`config.mk`:
```
export PLATFORM = sky130hd
export DESIGN_NAME = mvm_ctrl
export DESIGN_NICKNAME = d
export VERILOG_FILES = /design/src/rtl/mvm_pkg.sv /design/src/rtl/mvm_ctrl_tag_delay.sv /design/src/rtl/mvm_ctrl.sv
export SDC_FILE = /design/constraint.sdc
export NUM_CORES = 1
export LEC_CHECK = 0
export ABC_CLOCK_PERIOD_IN_PS = 2400
export BUFFER_PORTS_ARGS = -buffer_cell sky130_fd_sc_hd__buf_2
export CELL_PAD_IN_SITES_DETAIL_PLACEMENT = 1
export CELL_PAD_IN_SITES_GLOBAL_PLACEMENT = 1
export CORE_UTILIZATION = 39
export DETAILED_ROUTE_END_ITERATION = 8
export GPL_TIMING_DRIVEN = 0
export PLACE_DENSITY = 0.77
export SETUP_SLACK_MARGIN = 0.1
export SYNTH_ARGS = -nofsm -noshare
export SYNTH_HDL_FRONTEND = slang
export SYNTH_HIERARCHICAL = 1
export SYNTH_SLANG_ARGS = --single-unit
```
`constraint.sdc`:
```
create_clock -name clk -period 2.4 [get_ports clk]
set_input_delay 0.24 -clock clk [delete_from_list [all_inputs] [get_ports clk]]
set_output_delay 0.24 -clock clk [all_outputs]
set_load 0.02 [all_outputs]
```
`src/rtl/mvm_pkg.sv`:
```
// mvm_pkg: shared types and constants for the matrix-vector sequencing controller.
//   state_t  controller FSM states
//   tag_t    control tag carried alongside memory read data {valid, first, last, row}
//   MEM_LAT_MIN/MAX  legal range of memory read latency
package mvm_pkg;

   localparam int MEM_LAT_MIN = 1;
   localparam int MEM_LAT_MAX = 4;

   // Row field is sized for the largest supported row count; narrower
   // configurations zero-extend into it.
   localparam int TAG_MAX_ROWS = 64;
   localparam int TAG_ROWW     = $clog2(TAG_MAX_ROWS + 1);

   typedef enum logic [1:0] {
      IDLE  = 2'd0,
      RUN   = 2'd1,
      DRAIN = 2'd2,
      ZERO  = 2'd3
   } state_t;

   typedef struct packed {
      logic                valid;
      logic                first;
      logic                last;
      logic [TAG_ROWW-1:0] row;
   } tag_t;

endpackage

```
`src/rtl/mvm_ctrl_tag_delay.sv`:
```
// tag_delay: DEPTH-stage shift register of tag_t, flushed synchronously by rst.
//   clk, rst  clock and synchronous active-high reset
//   din       tag entering the line (issue side)
//   dout      tag leaving the line DEPTH cycles later
module tag_delay
   import mvm_pkg::*;
#(
   parameter int DEPTH = 2
) (
   input  logic clk,
   input  logic rst,
   input  tag_t din,
   output tag_t dout
);

   tag_t stage_reg [DEPTH];

   generate
      for (genvar gi = 0; gi < DEPTH; gi++) begin : g_stage
         if (gi == 0) begin : g_head
            always_ff @(posedge clk) begin
               if (rst) stage_reg[gi] <= '0;
               else     stage_reg[gi] <= din;
            end
         end else begin : g_body
            always_ff @(posedge clk) begin
               if (rst) stage_reg[gi] <= '0;
               else     stage_reg[gi] <= stage_reg[gi-1];
            end
         end
      end
   endgenerate

   assign dout = stage_reg[DEPTH-1];

endmodule

```
`src/rtl/mvm_ctrl.sv`:
```
// mvm_ctrl: walks every (row, word) pair of a matrix, issuing one read per
// cycle to the vector and matrix memories, and produces valid/first/last/row
// tags aligned with the returned read data.
//   clk, rst              clock, synchronous active-high reset
//   start                 begin a pass (sampled in IDLE only)
//   num_rows, num_words   pass dimensions, captured with start
//   rd_en, vec_raddr, mat_raddr   memory read port
//   tag_valid/first/last/row      tags aligned to read data (MEM_LAT later)
//   busy, done            pass in progress / one-cycle completion pulse
module mvm_ctrl
   import mvm_pkg::*;
#(
   parameter int MAX_ROWS  = 64,
   parameter int MAX_WORDS = 16,
   parameter int MEM_LAT   = 2,
   parameter int ROWW      = $clog2(MAX_ROWS + 1),
   parameter int WORDW     = $clog2(MAX_WORDS + 1),
   parameter int VADDRW    = $clog2(MAX_WORDS),
   parameter int MADDRW    = $clog2(MAX_ROWS * MAX_WORDS)
) (
   input  logic              clk,
   input  logic              rst,
   input  logic              start,
   input  logic [ROWW-1:0]   num_rows,
   input  logic [WORDW-1:0]  num_words,
   output logic              rd_en,
   output logic [VADDRW-1:0] vec_raddr,
   output logic [MADDRW-1:0] mat_raddr,
   output logic              tag_valid,
   output logic              tag_first,
   output logic              tag_last,
   output logic [ROWW-1:0]   tag_row,
   output logic              busy,
   output logic              done
);

   generate
      if (MEM_LAT < MEM_LAT_MIN || MEM_LAT > MEM_LAT_MAX) begin : g_bad_lat
         $error("mvm_ctrl: MEM_LAT out of range");
      end
      if (ROWW > TAG_ROWW) begin : g_bad_rows
         $error("mvm_ctrl: MAX_ROWS exceeds tag row field");
      end
   endgenerate

   state_t              state_reg, state_next;
   logic [ROWW-1:0]     rows_reg, rows_next;
   logic [WORDW-1:0]    words_reg, words_next;
   logic [ROWW-1:0]     r_reg, r_next;
   logic [VADDRW-1:0]   w_reg, w_next;
   logic [MADDRW-1:0]   mat_reg, mat_next;
   logic                rd_reg, rd_next;
   tag_t                issue_reg, issue_next;
   logic                final_reg, final_next;   // issued read is the last of the pass
   logic                done_reg, done_next;
   logic                busy_reg, busy_next;
   logic                fin [MEM_LAT];           // final flag, fin[i] = final_reg delayed i
   tag_t                tag_out;

   logic w_last, r_last;
   assign w_last = (WORDW'(w_reg) == words_reg - WORDW'(1));
   assign r_last = (r_reg == rows_reg - ROWW'(1));

   always_comb begin
      state_next = state_reg;
      rows_next  = rows_reg;
      words_next = words_reg;
      r_next     = r_reg;
      w_next     = w_reg;
      mat_next   = mat_reg;
      rd_next    = 1'b0;
      issue_next = '0;
      final_next = 1'b0;
      case (state_reg)
         IDLE: begin
            if (start) begin
               rows_next  = num_rows;
               words_next = num_words;
               if (num_rows == '0 || num_words == '0) begin
                  state_next = ZERO;
               end else begin
                  state_next       = RUN;
                  rd_next          = 1'b1;
                  r_next           = '0;
                  w_next           = '0;
                  mat_next         = '0;
                  issue_next.valid = 1'b1;
                  issue_next.first = 1'b1;
                  issue_next.last  = (num_words == WORDW'(1));
                  final_next       = (num_words == WORDW'(1)) && (num_rows == ROWW'(1));
               end
            end
         end
         RUN: begin
            if (w_last && r_last) begin
               state_next = DRAIN;
            end else begin
               rd_next  = 1'b1;
               mat_next = mat_reg + MADDRW'(1);
               if (w_last) begin
                  w_next = '0;
                  r_next = r_reg + ROWW'(1);
               end else begin
                  w_next = w_reg + VADDRW'(1);
               end
               issue_next.valid = 1'b1;
               issue_next.first = w_last;
               issue_next.last  = (WORDW'(w_next) == words_reg - WORDW'(1));
               issue_next.row   = TAG_ROWW'(r_next);
               final_next       = issue_next.last && (r_next == rows_reg - ROWW'(1));
            end
         end
         DRAIN: begin
            // done_reg is high exactly when the final tag is on the outputs
            if (done_reg) state_next = IDLE;
         end
         ZERO: begin
            state_next = IDLE;
         end
         default: state_next = IDLE;
      endcase
      done_next = (state_next == ZERO) || fin[MEM_LAT-1];
      busy_next = (state_next != IDLE);
   end

   always_ff @(posedge clk) begin
      if (rst) begin
         state_reg <= IDLE;
         rows_reg  <= '0;
         words_reg <= '0;
         r_reg     <= '0;
         w_reg     <= '0;
         mat_reg   <= '0;
         rd_reg    <= 1'b0;
         issue_reg <= '0;
         final_reg <= 1'b0;
         done_reg  <= 1'b0;
         busy_reg  <= 1'b0;
      end else begin
         state_reg <= state_next;
         rows_reg  <= rows_next;
         words_reg <= words_next;
         r_reg     <= r_next;
         w_reg     <= w_next;
         mat_reg   <= mat_next;
         rd_reg    <= rd_next;
         issue_reg <= issue_next;
         final_reg <= final_next;
         done_reg  <= done_next;
         busy_reg  <= busy_next;
      end
   end

   // Final-read flag pipeline, one stage shorter than the tag line so that
   // done can be registered and still coincide with the last tag.
   generate
      for (genvar gi = 0; gi < MEM_LAT; gi++) begin : g_fin
         if (gi == 0) begin : g_head
            assign fin[gi] = final_reg;
         end else begin : g_body
            always_ff @(posedge clk) begin
               if (rst) fin[gi] <= 1'b0;
               else     fin[gi] <= fin[gi-1];
            end
         end
      end
   endgenerate

   tag_delay #(.DEPTH(MEM_LAT)) u_tag_delay (
      .clk  (clk),
      .rst  (rst),
      .din  (issue_reg),
      .dout (tag_out)
   );

   assign rd_en     = rd_reg;
   assign vec_raddr = w_reg;
   assign mat_raddr = mat_reg;
   assign tag_valid = tag_out.valid;
   assign tag_first = tag_out.first;
   assign tag_last  = tag_out.last;
   assign tag_row   = ROWW'(tag_out.row);
   assign busy      = busy_reg;
   assign done      = done_reg;

endmodule
```
# After elaboration in Yosys (flattened, before gate mapping)
# Memories as Yosys holds them, arrays and structs flattened.
# Index checks and enable logic that the tools add are counted.
# classes
eq_ne	13
bitwise	3
n_mux	40
add_sub_neg	5
n_reduce_logical	13
# ops
op	count
10-bit 2-to-1 mux	6
7-bit 2-to-1 mux	6
4-bit 2-to-1 mux	6
10-bit one-hot mux with 2 select lines	1
7-bit == test	2
7-bit one-hot mux with 2 select lines	1
10-bit by 1-bit adder with 10-bit output (second input constant)	1
4-bit by 5-bit == test with 1-bit output	2
1-bit 2-to-1 mux	9
2-bit 2-to-1 mux	4
2-bit one-hot mux with 4 select lines	1
4-bit one-hot mux with 2 select lines	1
7-bit by 1-bit adder with 7-bit output (second input constant)	1
7-bit by 1-bit == test with 1-bit output (second input constant)	1
7-bit logical NOT	1
7-bit by 1-bit subtractor with 7-bit output (second input constant)	1
2-bit == test (second input constant)	3
3-bit 2-to-1 mux	2
2-bit != test (second input constant)	3
3-bit one-hot mux with 2 select lines	1
5-bit by 1-bit == test with 1-bit output (second input constant)	1
5-bit logical NOT	1
5-bit by 1-bit subtractor with 5-bit output (second input constant)	1
4-bit by 1-bit adder with 4-bit output (second input constant)	1
11 further kinds	17
# totals
n_memories	1
register_bits	50
out_inout_bits	27
mem_bits_rw	20
input_bits	15
word_cells	90
# memory_table
memory	words	word_bits	rd	rd_clocked_by_memory_dff	wr	line	rtl
u_tag_delay.stage_reg	2	10	2	0	2	mvm_ctrl_tag_delay.sv:16	tag_t stage_reg [DEPTH];

# Logic depth before layout (Yosys ltp)
# Gate-level depths: netlist of the first run.
# logic_depth
depth_word	9
mapped_depth	11
depth_no_buf	9

# Modules after synthesis
# The synthesis of the first run kept the hierarchy.
# by_module_without_submodules
module	n_inst	seq_area_each_um2	cells_per_inst	area_each_um2
mvm_ctrl	1	980.9	342	2702.6
tag_delay	1	400.4	42	618.1

# Least setup slack after synthesis of the first run
# OpenSTA, ideal clock, no wires.
# synth_path
kind	reg2reg
from	reg rows_reg[2]
to	reg mat_reg[8], in the netlist mat_raddr[8]
required_ns	2.330
arrival_ns	2.580
stages_incl_launch_ff	8
setup_ns	0.070
n_path_buf	0
slack_ns	-0.250
synth_period_minus_slack_ns	2.650
cell_sequence	dfxtp_1 > or3_4 > o31a_1 > o211a_1 > o311a_1 > a211o_1 > or4_1 > a21oi_1
# synth_between
elab_chain_cells	5
# synth_lines
item	line	rtl
from (decl)	mvm_ctrl.sv:47	logic [ROWW-1:0] rows_reg, rows_next;
from (signal assigned)	mvm_ctrl.sv:141	rows_reg <= rows_next;
7-bit by 1-bit subtractor with 7-bit output	mvm_ctrl.sv:62	assign r_last = (r_reg == rows_reg - ROWW'(1));
7-bit == test	mvm_ctrl.sv:62	
1-bit logical AND	mvm_ctrl.sv:95	if (w_last && r_last) begin
2-bit != test (no line)	-	
4-bit AND reduction (no line)	-	
to (signal assigned)	mvm_ctrl.sv:145	mat_reg <= mat_next;
to (decl)	mvm_ctrl.sv:51	logic [MADDRW-1:0] mat_reg, mat_next;
# Every way passes these cells.
# A chain may end at the register's enable or synchronous reset.

# Worst setup path in the final report of the first run
# layout_path
from	reg rows_reg[3]
to	reg mat_reg[7], in the netlist mat_raddr[7]
# Same word-level chain as after synthesis.

==> summary.md, run 1 <==
| Metric | Value |
|---|---|
| Max FFs per register | `20` |
| Crit Path Max Fanout | `7` |
| DR pass1 iterations | `4` |
| #FFs+latches synth | `just under 70` |
| Max Freq | `376 MHz` |
| Post-DP HPWL | `6440 µm` |
| Post-synth top area cell | `dfxtp_1` |
| Logic pwr share | `a little under a fifth` |
| Sw power | `0.793 mW` |
| Cell Pwr Density | `595 nW/µm²` |
| Period utilisation layout | `111%` |
| Worst setup SP type | `flip-flop` |
| Final RePlAce weighted congestion | `roughly 0.84` |
| CTS Sinks | `a little under 70` |
| Routed metal-1 wirelength | `~4500 µm` |
| Avg Cell Area, Syn | `8.65 µm²` |
| Ratio of cells with drive above 1 in the final layout | `36.9%` |
| Count of pins over their slew limit | `0` |
| IO buf count | `a little over 40` |
| CORE AREA | `a little over 8000 µm²` |
| Top post-synthesis cells by area | `dfxtp_1 42%, nand2_1 5.2%, a21oi_1 4.4%` |
| Total Routing Usage GR | `between 20% and 30%` |
| Fin nets | `approximately 500` |
| H-tree level count | `3` |
| FF/Latch Area | `~1400 µm²` |
| Via count | `approximately 3200` |
| Synth top area share | `between 40% and 50%` |
| Io pins | `42` |
| Most frequent cell after synthesis | `dfxtp_1` |
| WL met2 | `~5800 µm` |
| Tmin final | `~2.7 ns` |
| Max Cap Violations | `0` |
| CP peak stage delay | `0.49 ns` |
| Finished Cell Area | `~4500 µm²` |
| Root Buffer | `clkbuf_8` |
| Post-synth net total | `404` |
| Vias in the first global route | `3243` |
| RSZ-0062 raised after global routing | `true` |
| Crit path buf inv count | `0` |
| First DRT Iteration DRCs | `about 220` |
| Layout fillers | `~960` |
| Final Hold Vio Count | `0` |
| Maximum VDD drop | `~0.39 mV` |
| Worst-path clk slew | `approximately 0.08 ns` |
| Via density | `5.57` |
| Row cnt | `33` |
| Final core occ | `a little under three fifths` |
| Post-CTS Hold Buffers | `0` |
| Status | `finished with violations` |
| Worst skew pair latency | `~0.35 ns` |
| Diodes inserted | `0` |
| Synth warnings | `6` |
| Commonest cells in the netlist | `69 x dfxtp_1, 46 x nand2_1, 29 x a21oi_1, 19 x clkbuf_1` |
| CP Capture Type | `flip-flop` |
| TritonCTS clock tree | `yes` |
| Cells after Synth | `between 300 and 400` |
| CP Cell Sequence | `or3_4, o31a_1, o211a_1, o311a_4, a211o_4, or4_4, a21oi_2` |
| Final Worst Setup Slack | `-0.257 ns` |
| Clk buf depth | `2` |
| Leak | `about 1.8 nW` |
| DR top layer | `met4` |
| Worst hold path type | `primary input to flip-flop` |
| Final hold slack | `between 0.1 and 0.15 ns` |
| Die X | `between 90 and 100 µm` |
| Sequential share of power | `44.5%` |
| Die span in y | `94.3 µm` |
| CP arrival | `just under 3 ns` |
| Multi-input gate area | `roughly 2100 µm²` |
| Post-route ant nets | `0` |
| Synth cell types | `51` |
| Initial Util | `slightly above 40%` |
| DRC violations left | `0` |
| DR WL/cell | `around 19 µm` |
| Antenna violations before repair | `0` |
| Design Power | `about 2.7 mW` |
| Cts bufs inserted | `9` |
| Final WL | `between 10000 and 15000 µm` |
| Post-Syn Area | `roughly 3300 µm²` |
| Cell family with most CP delay | `compound AO/OA/AOI/OAI gates` |
| Post-synthesis sequential area ratio | `between 40% and 50%` |
| Critical path required time | `2.69 ns` |
| Power Internal | `approximately 1.9 mW` |
| Sum Neg Setup Slack | `-3.41 ns` |
| Worst clock skew | `0.00587 ns` |
| Slew @ Worst Pin | `between 0.7 and 0.8 ns` |
| Failing checks | `setup timing` |
| Power share of the clock group | `between 30% and 40%` |
| EDFF count, synth | `0` |
| Area grow syn2layout | `36.4%` |
| Slowest CP cell | `or4_4` |
| Placed instance area | `between 3000 and 4000 µm²` |
| Sw Ratio | `about 29%` |
| FFs w/ async S/R, synth | `0%` |
| Commonest register cell after synthesis | `dfxtp_1` |
| Worst Path Class, Setup | `flip-flop to flip-flop` |
| Slew Limit Headroom | `about half` |
| Overflow left after global routing | `0` |
| Pin count of the biggest net entering global routing | `14` |
| Setup violators final | `28` |
| Met3 Wirelength | `around 410 µm` |
| Total die area | `just under 9000 µm²` |
| Global-route wire length before repair | `about 17000 µm` |
==> cells by family (layout without fill, tap and decap cells) <==
logic type,after synthesis,in the layout,share of synthesized area (%)
AO/OA/AOI/OAI,77,77,15.0
XOR/XNOR,29,29,7.65
adder cells (fa/ha/maj),5,5,1.88
buffers and inverters,30,118,3.84
flip-flops,69,69,41.6
multiplexers,3,3,0.980
AND/OR/NAND/NOR,171,171,29.1
==> worst register-to-register path: cells and delay by family (launching register included) <==
kind / cells / cell delay [ns]
flops: 1 / 0.35
simple gates: 2 / 0.86
compound gates: 5 / 1.40
==> power groups by stage <==
stage / Combinational (mW) / Sequential [mW] / Clock (mW)
2_1_floorplan: 0.247 / 1.23 / 0
3_3_place_gp: 0.338 / 1.22 / 0
3_5_place_dp: 0.350 / 1.23 / 0
4_1_cts: 0.455 / 1.20 / 1.01
5_1_grt: 0.530 / 1.20 / 1.07
6_report: 0.496 / 1.20 / 1.00
==> stage by stage <==
step / setup WS, ns / std cells
finish: -0.257 / 577
global route: -0.331 / 577
CTS: -0.244 / 573
detailed placement: -0.582 / 530
global placement: -0.568 / 530
floorplan: -0.168 / 384
==> area by class of cell <==
cell class / instances / area share [%]
buffer: 20 / 2.57
clock buffer: 10 / 3.04
clock inverter: 6 / 1.52
inverter: 9 / 0.746
multi-input combinational: 285 / 47.1
sequential: 69 / 30.8
tap: 105 / 2.90
timing repair buffer: 73 / 11.3
==> layer usage <==
layer,vias up,track usage [%]
met5,-,0
met4,0,7.31
met3,12,5.91
met2,85,44.8
met1,1599,28.3
li1,1518,-
==> placed cells by master, fill, tap and decap left out, drive strengths merged, types with 3 or more instances in the layout <==
cell and n:
a21boi 3, a21oi 29, a31oi 7, and2 3
and3 4, buf 76, clkbuf 27, dfxtp 69
ha 5, inv 11, nand2 46, nand2b 10
nand3 18, nand4 6, nor2 18, nor2b 27
nor3 13, nor4 5, o211ai 5, o21ai 10
o31ai 4, or3 8, or4 6, xnor2 15
xor2 14
==> final timing paths <==
path                                from                           to  slack (ns)  cells past startpoint
max                          rows_reg[3]                 mat_raddr[7]       -0.26                      7
min                          num_rows[2]                  rows_reg[2]        0.13                      3
max reg2reg                  rows_reg[3]                 mat_raddr[7]       -0.26                      7
min reg2reg  u_tag_delay/stage_reg[0][1]  u_tag_delay/stage_reg[1][1]        0.44                      1
==> repair_timing <==
action | CTS | global route
pin swaps | 25 | 16
gates resized for setup | 56 | 32
buffers inserted | 25 | 8
endpoints found under the setup margin | 34 | 34
gates cloned | 2 | 0
Power figures use the tool's default switching activity.
==> run 2: changes to the inputs <==
Settings changed: SETUP_SLACK_MARGIN 0.1 to default.
==> summary.md, run 2 (same netlist as run 1, synthesis figures left out) <==
| Metric | Value |
|---|---|
| Status | `finished with violations` |
| Failing checks | `setup timing` |
| Max Freq | `approximately 370 MHz` |
| Number of cells on the critical path | `7` |
| CTS Sinks | `slightly below 70` |
| Die span in y | `between 90 and 100 µm` |
| Reg-to-Reg End | `mat_raddr[7]` |
| Ratio of cells with drive above 1 in the final layout | `36.6%` |
| Final non-filler cell total | `570` |
| Worst skew pair latency | `between 0.3 and 0.4 ns` |
| Overflow left after global routing | `0` |
| Reg2reg start | `rows_reg[4]` |
| Setup violators final | `29` |
| Die X | `around 94 µm` |
| Final Hold Vio Count | `0` |
| Cts bufs inserted | `9` |
| Via density | `roughly 5.7` |
| Crit Path Max Fanout | `5` |
| Pin count of the biggest net entering global routing | `15` |
| Final RePlAce weighted congestion | `roughly 0.85` |
| Total Routing Usage GR | `24.2%` |
| Antenna violations before repair | `0` |
| Cell Pwr Density | `slightly above 600 nW/µm²` |
| Worst hold path type | `primary input to flip-flop` |
| Period utilisation layout | `113%` |
| Worst Hold Launch | `num_words[3]` |
| Row cnt | `33` |
| Worst clock skew | `0.0130 ns` |
| CP peak stage delay | `0.49 ns` |
| Design Power | `between 2 and 3 mW` |
| Placed insts | `530` |
| H-tree level count | `3` |
| Slew Limit Headroom | `44.6%` |
| Via count | `around 3200` |
| Tmin final | `around 2.7 ns` |
| DRC violations left | `0` |
| Root Buffer | `clkbuf_8` |
| CP startpoint | `rows_reg[4]` |
| Fin nets | `480` |
| Max Cap Violations | `0` |
| Leak | `1.79 nW` |
| Post-route ant nets | `0` |
| Slew @ Worst Pin | `about 0.83 ns` |
| Most common cell after layout, fill and taps aside | `dfxtp_1` |
| Critical path required time | `2.69 ns` |
| Sum Neg Setup Slack | `-4.13 ns` |
| R2R setup slack | `-0.31 ns` |
| DR pass1 iterations | `4` |
| DR WL/cell | `between 20 and 25 µm` |
| Layout fillers | `about 940` |
| Crit path buf inv count | `0` |
| CP arrival | `3.00 ns` |
| Count of pins over their slew limit | `0` |
| Critical Path Sink | `mat_raddr[7]` |
| Vias in the first global route | `3277` |
| Worst Path Class, Setup | `flip-flop to flip-flop` |
| Clk buf depth | `2` |
| Worst setup SP type | `flip-flop` |
| Cell family with most CP delay | `compound AO/OA/AOI/OAI gates` |
| Max FFs per register | `20` |
| CP Cell Sequence | `or3_4, o31a_1, o211a_1, o311a_4, a211o_4, or4_4, a21oi_2` |
| Total die area | `8890 µm²` |
| IO buf count | `41` |
| Most frequent cells in the layout | `61 x dfxtp_1, 44 x nand2_1, 41 x buf_2, 25 x a21oi_1, 21 x buf_4` |
| Slowest CP cell | `or4_4` |
| Post-DP HPWL | `~6600 µm` |
| Final core occ | `a little under three fifths` |
| Initial Util | `just over 40%` |
| Final WL | `approximately 11000 µm` |
| Post-CTS Hold Buffers | `0` |
| Maximum VDD drop | `0.320 mV` |
| Area grow syn2layout | `36.5%` |
| Io pins | `42` |
| FF-to-FF path depth | `7` |
| First DRT Iteration DRCs | `181` |
| Final Worst Setup Slack | `-0.310 ns` |
| CORE AREA | `between 8000 and 9000 µm²` |
| TritonCTS clock tree | `yes` |
| CP Capture Type | `flip-flop` |
| Worst-path clk slew | `approximately 0.090 ns` |
| Diodes inserted | `0` |
| RSZ-0062 raised after global routing | `true` |
| Global-route wire length before repair | `16400 µm` |
==> run 2: worst min-delay path by stage <==
| stage | slack (ns) | cells after the start | to |
|---|---|---|---|
| 6_report | 0.12 | 3 | words_reg[3] |
| 5_1_grt | 0.11 | 3 | words_reg[4] |
| 4_1_cts | 0.12 | 3 | rows_reg[3] |
| 3_5_place_dp | 0.43 | 1 | u_tag_delay/stage_reg[0][5] |
| 3_3_place_gp | 0.42 | 1 | fin[0] |
| 2_1_floorplan | 0.37 | 2 | rows_reg[4] |
==> run 2: cell type report <==
type,count,area [µm²],area share (%)
buffer,17,101,2.24
clock buffer,9,124,2.73
clock inverter,7,106,2.35
inverter,9,33.8,0.745
multi-input combinational,285,2180,48.2
sequential,69,1400,30.8
tap,105,131,2.90
timing repair buffer,69,455,10.0
==> run 2: layer usage <==
metal	track usage [%]	share of wire [%]
met2	42.5	51
met4	8.97	4.2
met1	29.0	39
met5	0	0
met3	4.45	5.4
==> run 2: where the power goes <==
group / internal (mW) / total [mW] / switching (mW)
Combinational: 0.212 / 0.492 / 0.279
Clock: 0.603 / 1.13 / 0.526
Sequential: 1.17 / 1.20 / 0.0321
Total: 1.99 / 2.82 / 0.838
==> run 2: timing repair <==
item	CTS	global route
gates cloned	0	1
pin swaps	28	13
resized for setup	49	47
setup buffers	19	9
endpoints found under the setup margin	33	33
==> run 2: per-stage QoR <==
stage	area (µm²)	hold WS, ns	worst slack, ns
floorplan	3340	0.368	-0.170
global placement	3680	0.416	-0.582
detailed placement	3680	0.430	-0.598
CTS	4250	0.119	-0.323
global route	4530	0.109	-0.367
finish	4530	0.118	-0.310
==> run 2: worst min-delay path, delay by kind of cell <==
kind / cells / cell delay, ns
and+or+nand+nor: 1 / 0.05
AOI/OAI and AO/OA: 1 / 0.05
buffers and inverters: 1 / 0.10
==> run 3: changes to the inputs <==
Settings changed: ABC_AREA from default to 1, CORE_UTILIZATION 39 to 38, PLACE_DENSITY 0.77 to 0.78.
==> summary.md, run 3 <==
| Metric | Value |
|---|---|
| Crit Path Max Fanout | `10` |
| Initial Util | `about two fifths` |
| Fin nets | `between 500 and 600` |
| EDFF count, synth | `0` |
| Slew Limit Headroom | `60.6%` |
| Power Internal | `2.03 mW` |
| Final Hold Vio Count | `0` |
| Io pins | `42` |
| Overflow left after global routing | `0` |
| Cts bufs inserted | `9` |
| Critical path required time | `2.66 ns` |
| Vias in the first global route | `around 3100` |
| Root Buffer | `clkbuf_8` |
| Worst setup SP type | `flip-flop` |
| Cell Pwr Density | `roughly 750 nW/µm²` |
| Row cnt | `33` |
| Global-route wire length before repair | `between 15000 and 20000 µm` |
| #FFs+latches synth | `about 70` |
| Placed instance area | `between 3000 and 4000 µm²` |
| Final core occ | `around 48%` |
| Worst Path Class, Setup | `flip-flop to flip-flop` |
| H-tree level count | `3` |
| Ratio of cells with drive above 1 in the final layout | `between 20% and 30%` |
| Post-route ant nets | `0` |
| Antenna violations before repair | `0` |
| Post-synthesis sequential area ratio | `about two fifths` |
| Sequential share of power | `a little over two fifths` |
| Post-synth top area cell | `dfxtp_1` |
| Worst-path clk slew | `0.09 ns` |
| Max Cap Violations | `0` |
| CP peak stage delay | `approximately 0.36 ns` |
| Period utilisation layout | `between 90 and 100%` |
| Diodes inserted | `0` |
| Most common cell after layout, fill and taps aside | `nand2_1` |
| Reg-to-Reg End | `r_reg[6]` |
| IO buf count | `40` |
| Maximum VDD drop | `about 0.33 mV` |
| Status | `completed` |
| Finished Cell Area | `~4000 µm²` |
| Synth warnings | `6` |
| Commonest register cell after synthesis | `dfxtp_1` |
| CP Cell Sequence | `inv_2, ha_4, inv_1, nand2_1, nand2_1, nor2_4, nand4_2, nor2_4, nand3_2, nand2_4, nand2_4, buf_6, buf_6, o211a_1` |
| Post-DP HPWL | `about 6800 µm` |
| CTS Sinks | `between 60 and 70` |
| Worst clock skew | `0.00882 ns` |
| CP arrival | `2.51 ns` |
| CORE AREA | `8380 µm²` |
| Worst skew pair latency | `0.36 ns` |
| Tmin final | `2.26 ns` |
| Leak | `between 1.5 and 2 nW` |
| Die span in y | `just under 100 µm` |
| Pin count of the biggest net entering global routing | `15` |
| Sum Neg Setup Slack | `0 ns` |
| Cells after Synth | `465` |
| DR WL/cell | `roughly 15 µm` |
| Max Freq | `roughly 440 MHz` |
| Via density | `4.96` |
| Top post-synthesis cells by area | `dfxtp_1 41%, nand2_1 10%, inv_1 6.8%` |
| Post-Syn Area | `~3400 µm²` |
| Avg Cell Area, Syn | `roughly 7.2 µm²` |
| Synth cell types | `37` |
| Sw power | `0.983 mW` |
| CP Capture Type | `flip-flop` |
| Total Routing Usage GR | `22.2%` |
| Die X | `96.1 µm` |
| DR pass1 iterations | `4` |
| Slowest CP cell | `dfxtp_2` |
| Power share of the clock group | `between 30% and 40%` |
| Setup violators final | `0` |
| Via count | `3127` |
| DRC violations left | `0` |
| Layout fillers | `roughly 1100` |
| Cell family with most CP delay | `simple AND/OR/NAND/NOR gates` |
| FFs w/ async S/R, synth | `0%` |
| First DRT Iteration DRCs | `~100` |
| Commonest cells in the netlist | `90 x nand2_1, 69 x dfxtp_1, 61 x inv_1, 60 x nor2_1, 35 x nand3_1` |
| Post-synth net total | `just under 500` |
| Design Power | `between 3 and 4 mW` |
| Slew @ Worst Pin | `roughly 0.59 ns` |
| Sw Ratio | `around 33%` |
| Clk buf depth | `2` |
| Post-CTS Hold Buffers | `0` |
| Most frequent cells in the layout | `90 x nand2_1, 66 x dfxtp_1, 60 x inv_1, 59 x nor2_1, 40 x buf_2` |
| Logic pwr share | `20.9%` |
| R2R setup slack | `~0.14 ns` |
| Synth top area share | `about two fifths` |
| Reg2reg start | `words_reg[0]` |
| Final WL | `9220 µm` |
| FF-to-FF path depth | `14` |
| Worst hold path type | `primary input to flip-flop` |
| Critical Path Sink | `r_reg[6]` |
| Max FFs per register | `20` |
| CP startpoint | `words_reg[0]` |
| Most frequent cell after synthesis | `nand2_1` |
| Count of pins over their slew limit | `0` |
| Number of cells on the critical path | `14` |
| Total die area | `roughly 9200 µm²` |
| TritonCTS clock tree | `yes` |
| Area grow syn2layout | `19.2%` |
| Crit path buf inv count | `4` |
| Final RePlAce weighted congestion | `around 0.8` |
## run 3: worst min path at each step
| stage | start | slack [ns] | to | depth (start not counted) |
|---|---|---|---|---|
| 2_1_floorplan | final_reg | 0.39 | fin[0] | 2 |
| 3_3_place_gp | u_tag_delay/stage_reg[0][2] | 0.39 | u_tag_delay/stage_reg[1][2] | 2 |
| 3_5_place_dp | issue_reg[1] | 0.39 | u_tag_delay/stage_reg[0][1] | 2 |
| 4_1_cts | rst | 0.06 | u_tag_delay/stage_reg[1][8] | 2 |
| 5_1_grt | rst | 0.07 | u_tag_delay/stage_reg[1][4] | 2 |
| 6_report | rst | 0.07 | u_tag_delay/stage_reg[1][8] | 2 |
## run 3: what timing repair did
action | 4_1_cts | 5_1_grt
setup endpoints to repair | 15 | 25
resized for setup | 3 | 10
setup buffers | 3 | 1
pin swaps | 2 | 3
## run 3: kinds of logic (layout without fill, tap and decap cells)
| logic type | count (synthesis) | after routing | share of synthesized area, % |
|---|---|---|---|
| buffers and inverters | 81 | 141 | 10.3 |
| and+or+nand+nor | 224 | 224 | 30.3 |
| AOI/OAI and AO/OA | 69 | 69 | 10.9 |
| DFF | 69 | 69 | 41.1 |
| adders and majority gates | 5 | 5 | 1.86 |
| xor gates and xnor gates | 17 | 17 | 5.47 |
## run 3: layout make-up
cell class	count	area, µm²	share of cell area (%)
flip-flops and latches	69	1390	34.6
clock buffers	9	124	3.09
multi-input cells	315	1680	41.9
clock inverters	7	105	2.62
well taps	105	131	3.28
plain buffers	12	90.1	2.25
repair buffers	44	234	5.84
inverters	69	262	6.52
## run 3: metrics by stage
| stage | setup slack, ns | hold WS, ns | instances |
|---|---|---|---|
| after global routing | -0.0133 | 0.0679 | 630 |
| after CTS | 0.0191 | 0.0620 | 629 |
| after global placement | -0.0222 | 0.389 | 610 |
| after detailed placement | -0.145 | 0.395 | 610 |
| final | 0.145 | 0.0680 | 630 |
| after floorplan | 0.334 | 0.388 | 465 |
## run 3: power groups by stage
stage	clock network (mW)	logic, mW	registers (mW)
final	1.12	0.631	1.26
after global routing	1.20	0.704	1.27
after CTS	1.14	0.611	1.26
after floorplan	0	0.429	1.29
after global placement	0	0.570	1.28
after detailed placement	0	0.596	1.29
## run 3: per-layer routing
metal | wire length, µm | GRT usage, %
met5 | 0 | 0
met4 | 102 | 7.09
met3 | 258 | 4.90
met2 | 4770 | 40.4
met1 | 4090 | 25.7
